## src/rtl/fir_comp_dec2.sv

```systemverilog
// fir_comp_dec2 -- inverse-sinc compensation FIR with decimate-by-2, placed
// after a CIC decimator. One multiply-accumulate per clk over an NTAPS-deep
// circular sample buffer; every second accepted sample starts a computation.
//
// Build option: define FIR_COMP_SAT_EN to saturate the scaled result to the
// OSZ range; without it the result wraps (keeps its OSZ LSBs).
//
// Ports:
//   clk    system clock, all state changes on the rising edge
//   reset  synchronous active-high power-on reset
//   ena    input-valid strobe from the CIC, one or more clks wide
//   x      CIC sample, captured on the first clk of each ena pulse
//   y      filtered, decimated sample, held between updates
//   valid  one-clk strobe marking a new y
//   ovr    one-clk strobe marking a trigger dropped because the MAC was busy
module fir_comp_dec2 #(
  parameter int ISZ   = 24,
  parameter int OSZ   = 24,
  parameter int CSZ   = 16,
  parameter int NTAPS = 32
) (
  input  logic                  clk,
  input  logic                  reset,
  input  logic                  ena,
  input  logic signed [ISZ-1:0] x,
  output logic signed [OSZ-1:0] y,
  output logic                  valid,
  output logic                  ovr
);

  localparam int PTR_W  = $clog2(NTAPS);
  localparam int PROD_W = ISZ + CSZ;
  localparam int ACC_W  = PROD_W + PTR_W;

  // Symmetric compensation kernel: alternating-sign side lobes halving per tap
  // away from the centre pair, with the centre pair sized so the whole
  // kernel sums to exactly 2^(CSZ-1) (unity DC gain).
  function automatic logic [NTAPS*CSZ-1:0] build_coefs();
    logic [NTAPS*CSZ-1:0] tbl;
    int half, side, mag, j, v;
    half = NTAPS / 2;
    side = 0;
    for (int i = 1; i < half; i++) begin
      mag  = (1 << (CSZ - 1)) >> (3 + i);
      side = (i % 2 == 1) ? side - mag : side + mag;
    end
    tbl = '0;
    for (int k = 0; k < NTAPS; k++) begin
      j   = (k >= half) ? k - half : half - 1 - k;
      mag = (1 << (CSZ - 1)) >> (3 + j);
      if (j == 0) v = (1 << (CSZ - 2)) - side;
      else        v = (j % 2 == 1) ? -mag : mag;
      tbl[k*CSZ +: CSZ] = v[CSZ-1:0];
    end
    return tbl;
  endfunction

  localparam logic [NTAPS*CSZ-1:0] COEFS = build_coefs();
  localparam logic signed [ACC_W-1:0] RND_BIAS =
    {{(ACC_W-CSZ+1){1'b0}}, 1'b1, {(CSZ-2){1'b0}}};

  typedef enum logic [1:0] {IDLE, MAC, ROUND, OUT} state_t;

  state_t                  state, state_next;
  logic                    ena_d, rise_q;
  logic signed [ISZ-1:0]   x_q;
  logic signed [ISZ-1:0]   sample_buf [NTAPS];
  logic [PTR_W-1:0]        wr_ptr, rd_ptr, mac_cnt, coef_idx;
  logic                    phase, trigger;
  logic signed [CSZ-1:0]   coef;
  logic signed [PROD_W-1:0] prod;
  logic signed [ACC_W-1:0] acc, acc_biased;
  logic signed [OSZ-1:0]   y_red, y_rnd;

  // Edge detect is registered together with the sample, so the buffer write
  // and the FSM start happen one clk after ena is first seen high.
  // NOTE: sequential state uses non-blocking assignments so every register
  // samples pre-edge values regardless of block ordering.
  always_ff @(posedge clk) begin
    if (reset) begin
      ena_d  <= 1'b0;
      rise_q <= 1'b0;
      x_q    <= '0;
    end else begin
      ena_d  <= ena;
      rise_q <= ena & ~ena_d;
      if (ena & ~ena_d) x_q <= x;
    end
  end

  assign trigger = rise_q & phase;

  // Samples keep landing in the buffer even while a computation runs.
  // NOTE: the buffer is built from flops and explicitly cleared on reset, so
  // the first outputs after reset see zero history instead of stale data.
  always_ff @(posedge clk) begin
    if (reset) begin
      for (int i = 0; i < NTAPS; i++) sample_buf[i] <= '0;
      wr_ptr <= '0;
      phase  <= 1'b0;
    end else if (rise_q) begin
      sample_buf[wr_ptr] <= x_q;
      wr_ptr             <= wr_ptr + PTR_W'(1);
      phase              <= ~phase;
    end
  end

  // MAC walks from the oldest sample (slot after the newest) to the newest.
  // The oldest slot is the next one overwritten, and it is consumed on the
  // first MAC clk, so later writes never disturb a pending read.
  assign coef_idx   = ~mac_cnt;  // NTAPS-1-mac_cnt: oldest sample uses c[NTAPS-1]
  assign coef       = $signed(COEFS[coef_idx*CSZ +: CSZ]);
  assign prod       = PROD_W'(coef) * PROD_W'(sample_buf[rd_ptr]);
  assign acc_biased = acc + RND_BIAS;

`ifdef FIR_COMP_SAT_EN
  localparam logic signed [ACC_W-1:0] SAT_MAX = {{(ACC_W-OSZ+1){1'b0}}, {(OSZ-1){1'b1}}};
  localparam logic signed [ACC_W-1:0] SAT_MIN = ~SAT_MAX;

  logic signed [ACC_W-1:0] scaled;
  assign scaled = acc_biased >>> (CSZ - 1);

  always_comb begin
    // NOTE: y_red gets a value on every path, so no latch is inferred.
    y_red = scaled[OSZ-1:0];
    if (scaled > SAT_MAX)      y_red = SAT_MAX[OSZ-1:0];
    else if (scaled < SAT_MIN) y_red = SAT_MIN[OSZ-1:0];
  end
`else
  assign y_red = OSZ'(acc_biased >>> (CSZ - 1));
`endif

  always_ff @(posedge clk) begin
    if (reset) state <= IDLE;
    else       state <= state_next;
  end

  always_comb begin
    state_next = state;
    case (state)
      IDLE:    if (trigger) state_next = MAC;
      MAC:     if (mac_cnt == '1) state_next = ROUND;
      ROUND:   state_next = OUT;
      OUT:     state_next = IDLE;
      default: state_next = IDLE;
    endcase
  end

  always_ff @(posedge clk) begin
    if (reset) begin
      acc     <= '0;
      rd_ptr  <= '0;
      mac_cnt <= '0;
      y_rnd   <= '0;
      y       <= '0;
      valid   <= 1'b0;
      ovr     <= 1'b0;
    end else begin
      valid <= 1'b0;
      // Any trigger outside IDLE (including the OUT->IDLE clk) is dropped.
      ovr   <= trigger && (state != IDLE);
      case (state)
        IDLE: if (trigger) begin
          acc     <= '0;
          rd_ptr  <= wr_ptr + PTR_W'(1);
          mac_cnt <= '0;
        end
        MAC: begin
          acc     <= acc + ACC_W'(prod);
          rd_ptr  <= rd_ptr + PTR_W'(1);
          mac_cnt <= mac_cnt + PTR_W'(1);
        end
        ROUND: y_rnd <= y_red;
        OUT: begin
          y     <= y_rnd;
          valid <= 1'b1;
        end
        default: ;
      endcase
    end
  end

endmodule

```

## config.mk

```make
export PLATFORM = sky130hd
export DESIGN_NAME = fir_comp_dec2
export DESIGN_NICKNAME = d
export VERILOG_FILES = /design/src/rtl/fir_comp_dec2.sv
export SDC_FILE = /design/constraint.sdc
export NUM_CORES = 2
export LEC_CHECK = 0
export BUFFER_PORTS_ARGS = -buffer_cell sky130_fd_sc_hd__buf_2
export CAP_MARGIN = 30
export CORE_MARGIN = 2
export CORE_UTILIZATION = 55
export CTS_BUF_LIST = sky130_fd_sc_hd__clkbuf_16
export DETAILED_ROUTE_END_ITERATION = 6
export PLACE_DENSITY = 0.72
export SYNTH_ARGS = -nofsm -noshare
export SYNTH_HDL_FRONTEND = slang
export SYNTH_SLANG_ARGS = --single-unit
```

## constraint.sdc

```tcl
create_clock -name clk -period 10.6 [get_ports clk]
set_input_delay 1.06 -clock clk [delete_from_list [all_inputs] [get_ports clk]]
set_output_delay 1.06 -clock clk [all_outputs]
set_load 0.02 [all_outputs]
```

==> impl_metrics.csv <==
group,metric,value,unit
outcome,status,"finished, violations left",
outcome,violations,"design-rule violations",
die,die_area,103100,um2
flow_run,maxCapViolations,0,
final_layout,fin_cells,5758,
final_layout,fin_nets,4943,
routing,drt_iter0_drc,3505,
clocking,clock_latency,0.69,ns
worst_setup_path,reg2reg_slack,2.02,ns
timing,setup_violations,0,
power,p_per_area,143.6,nW/um2
clocking,post-cts-setup-buffers,0,
worst_setup_path,timing.rr.end,"acc[28]",
synth,synth.avg_cell_area,12.46,um2
power,p_int,0.006207,W
timing,maxSlewHeadroom,0.3343,
worst_setup_path,critPathLaunchType,"flop",
routing,finalWirelength,136600,um
die,initial_core_util,0.5538,
synth,netlist_instances,4439,
final_layout,mostFrequentLayoutCells,"820 x and2_1, 768 x edfxtp_1, 577 x inv_1",
place,place_congestion,0.9219,
clocking,cts.path.max_buffers,3,
timing,worst_slack,2.019,ns
grt,antenna_found_initial,6,
die,chipHeight,321.1,um
worst_setup_path,path_cells,"buf_4 -> mux4_2 -> mux4_2 -> mux2_2 -> nand2_1 -> fa_1 -> inv_1 -> fa_1 -> inv_1 -> fa_1 -> fa_1 -> inv_1 -> fa_1 -> fa_1 -> ha_1 -> a41oi_1 -> o221ai_1 -> a31oi_1 -> o21ai_0 -> a21oi_1 -> a211oi_1 -> or3_1 -> a32o_1",
clocking,cts_root_buf,"clkbuf_16",
timing,fmax,0.1165,GHz
min_path,hold_depth,2,
synth,async_flop_share,0,
worst_setup_path,crit_type,"reg2reg",
power,seq_power_share,0.477,
synth,syn_area,55300,um2
worst_setup_path,arrival,9.15,ns
grt,grt.overflow.total,0,
final_layout,post-route-util,0.5969,
worst_setup_path,cpMostUsedCell,"fa_1",
grt,grt_pass1_wl,210400,um
power,sw_frac_of_total,0.2749,
synth,synth_edf_count,768,
synth,ys.warnings.count,0,
timing,tightestPinTransition,0.9971,ns
grt,grt_max_degree,67,
die,row_count,116,
place,placed_cells,5585,
worst_setup_path,cpMaxStageDelayCell,"dfxtp_4",
final_layout,syn2layout_area_growth,7.793,%
timing,fin_skew,0.04939,ns
place,port_buffers,52,
clocking,htree_num_levels,3,
clocking,tritoncts,"done",
min_path,min_from,"x_q[22]",
routing,drc,6,
power,p_leak,24.38,nW
timing,fin_hold_ws,0.4565,ns
clocking,cts_hold_buf,0,
grt,track_usage,0.2729,
clocking,clkSinkCount,906,
power,p_switching,0.002353,W
die,coreArea,99860,um2
place,dp.final_hpwl,92780,um
worst_setup_path,ff2ff_path_depth,23,
synth,ys_dominant_reg_cell,"edfxtp_1",
routing,ant_nets,0,
grt,grt_pass1_vias,34660,
min_path,hp-class,"reg2reg",
power,pwr-share-comb,0.164,
die,die_w,321.1,um
place,pre_cts_ws,2.003,ns
synth,ys_seq_area_frac,0.4670,
clocking,numCtsBuffers,93,
power,clkPwrFrac,0.358,
timing,drv_slew,0,
routing,first_pass_iters,7,
final_layout,layout-drive-gt1-share,0.1319,
worst_setup_path,max_stage_delay,0.93,ns
clocking,cts_resized,0,
timing,tns,0,ns
synth,synth.net_count,5000,
routing,avgRoutedWirePerCell,23.72,um
timing,fin_crit_sh,0.8095,
final_layout,final_common_cell,"and2_1",
clocking,path_clk_slew,0.06,ns
synth,synth-seq-cells,906,
timing,rsz0062_at_grt,"no",
worst_setup_path,cp.required,11.17,ns
timing,period_needed,8.581,ns
timing,final_hold_viol_count,0,
power,vdd_ir_drop_max,130.9,uV
die,num_io_pins,53,
worst_setup_path,cp-end-kind,"flop",
min_path,whs_endpoint,"x_q[22]",
routing,viasPerCell,5.806,
worst_setup_path,cp_max_fo,51,
synth,yosys.cell_types.count,67,
routing,num_vias,33430,
==> worst max-delay path by stage <==
| stage | end | startpoint | depth (start not counted) | slack, ns |
|---|---|---|---|---|
| 2_1_floorplan | acc[27] | flop | 27 | 2.98 |
| 3_3_place_gp | acc[28] | flop | 23 | 2.15 |
| 3_5_place_dp | acc[38] | flop | 26 | 2.00 |
| 4_1_cts | acc[38] | flop | 26 | 2.03 |
| 5_1_grt | acc[38] | flop | 26 | 1.52 |
| 6_report | acc[28] | flop | 23 | 2.02 |
==> cell families after synthesis <==
family,count (synthesis),synth area share
AND/OR/NAND/NOR,1530,0.1484
flip-flops,906,0.4670
buffers and inverters,856,0.06078
adder cells (fa/ha/maj),534,0.1757
multiplexers,293,0.1082
AO/OA/AOI/OAI,253,0.02905
XOR/XNOR,67,0.01086
==> per-stage QoR <==
stage                     instance area, um2  power, W
after global routing                   59600  0.008801
final                                  59600  0.008560
after global placement                 56750  0.005530
after CTS                              59600  0.008583
after detailed placement               56780  0.005557
after floorplan                        55300  0.005056
==> routing by layer <==
layer  part of all wire  up-vias  GRT usage  wire length (um)
met5            0.00029        -          0                39
met4              0.030        6    0.08619              4085
met3              0.082      215    0.04401             11230
met2               0.48     1440     0.4388             64940
met1               0.41    17130     0.3849             56290
li1                   -    14640          -                 -
==> power by group through the flow <==
| stage | Clock [W] | Sequential, W | Combinational (W) |
|---|---|---|---|
| 6_report | 0.00307 | 0.00409 | 0.00141 |
| 5_1_grt | 0.00324 | 0.00410 | 0.00147 |
| 4_1_cts | 0.00310 | 0.00408 | 0.00140 |
| 3_5_place_dp | 0 | 0.00416 | 0.00140 |
| 3_3_place_gp | 0 | 0.00415 | 0.00138 |
| 2_1_floorplan | 0 | 0.00408 | 0.000974 |
==> cell type report <==
cell class / instances / area [um2]
fill: 7710 / 40250
multi-input combinational: 2677 / 26150
sequential: 906 / 25840
clock buffer: 95 / 2377
inverter: 555 / 2083
tap: 1298 / 1624
timing repair buffer: 149 / 1086
clock inverter: 77 / 449.2
antenna: 1 / 2.502
==> registers in the layout (all words and copies together), names as in the netlist, 2 cells and up, named ones only <==
| signal | count |
|---|---|
| y | 24 |
| acc | 39 |
| x_q | 24 |
| rd_ptr | 5 |
| y_rnd | 24 |
| state | 2 |
| sample_buf | 768 |
| mac_cnt | 5 |
| wr_ptr | 5 |
==> critical path: cells and delay by family, from the launching register on <==
family	cells	cell delay, ns
buf+inv	4	0.66
fa+ha+maj	7	3.03
compound gates	7	1.75
simple gates	2	0.54
flops	1	0.93
mux	3	1.46
==> synthesized netlist by cell type (4+ instances only) <==
| library cell | n | area share |
|---|---|---|
| fa_1 | 404 | 0.15 |
| and2_1 | 820 | 0.093 |
| and3_1 | 12 | 0.0014 |
| or3_1 | 12 | 0.0014 |
| nand3b_1 | 5 | 0.00068 |
| edfxtp_1 | 768 | 0.42 |
| ha_1 | 130 | 0.029 |
| o211ai_1 | 4 | 0.00054 |
| mux2i_1 | 29 | 0.0052 |
| o21a_1 | 10 | 0.0014 |
| a21oi_1 | 71 | 0.0064 |
| or2_2 | 34 | 0.0038 |
| nor2_1 | 187 | 0.013 |
| inv_1 | 553 | 0.038 |
| buf_4 | 13 | 0.0018 |
| nand2_1 | 346 | 0.023 |
| a21o_1 | 5 | 0.00068 |
| o21bai_1 | 5 | 0.00068 |
| nand3_1 | 26 | 0.0024 |
| buf_1 | 12 | 0.00081 |
| nand4_1 | 12 | 0.0014 |
| mux2_2 | 22 | 0.0045 |
| a21boi_0 | 6 | 0.00081 |
| a31oi_1 | 7 | 0.00079 |
| mux4_2 | 239 | 0.097 |
| o21ai_0 | 52 | 0.0047 |
| o21ai_1 | 5 | 0.00045 |
| xor2_1 | 23 | 0.0036 |
| a211oi_1 | 31 | 0.0042 |
| o31a_1 | 4 | 0.00063 |
| xnor2_1 | 43 | 0.0068 |
| nor3_1 | 15 | 0.0014 |
| nor2b_1 | 31 | 0.0035 |
| dfxtp_1 | 138 | 0.050 |
| buf_2 | 25 | 0.0023 |
| nand2b_1 | 20 | 0.0023 |
| a311oi_1 | 5 | 0.00079 |
| clkbuf_1 | 242 | 0.016 |
| buf_6 | 9 | 0.0018 |
| a22oi_1 | 21 | 0.0029 |
Note: power is estimated with default switching activity, not from simulation.
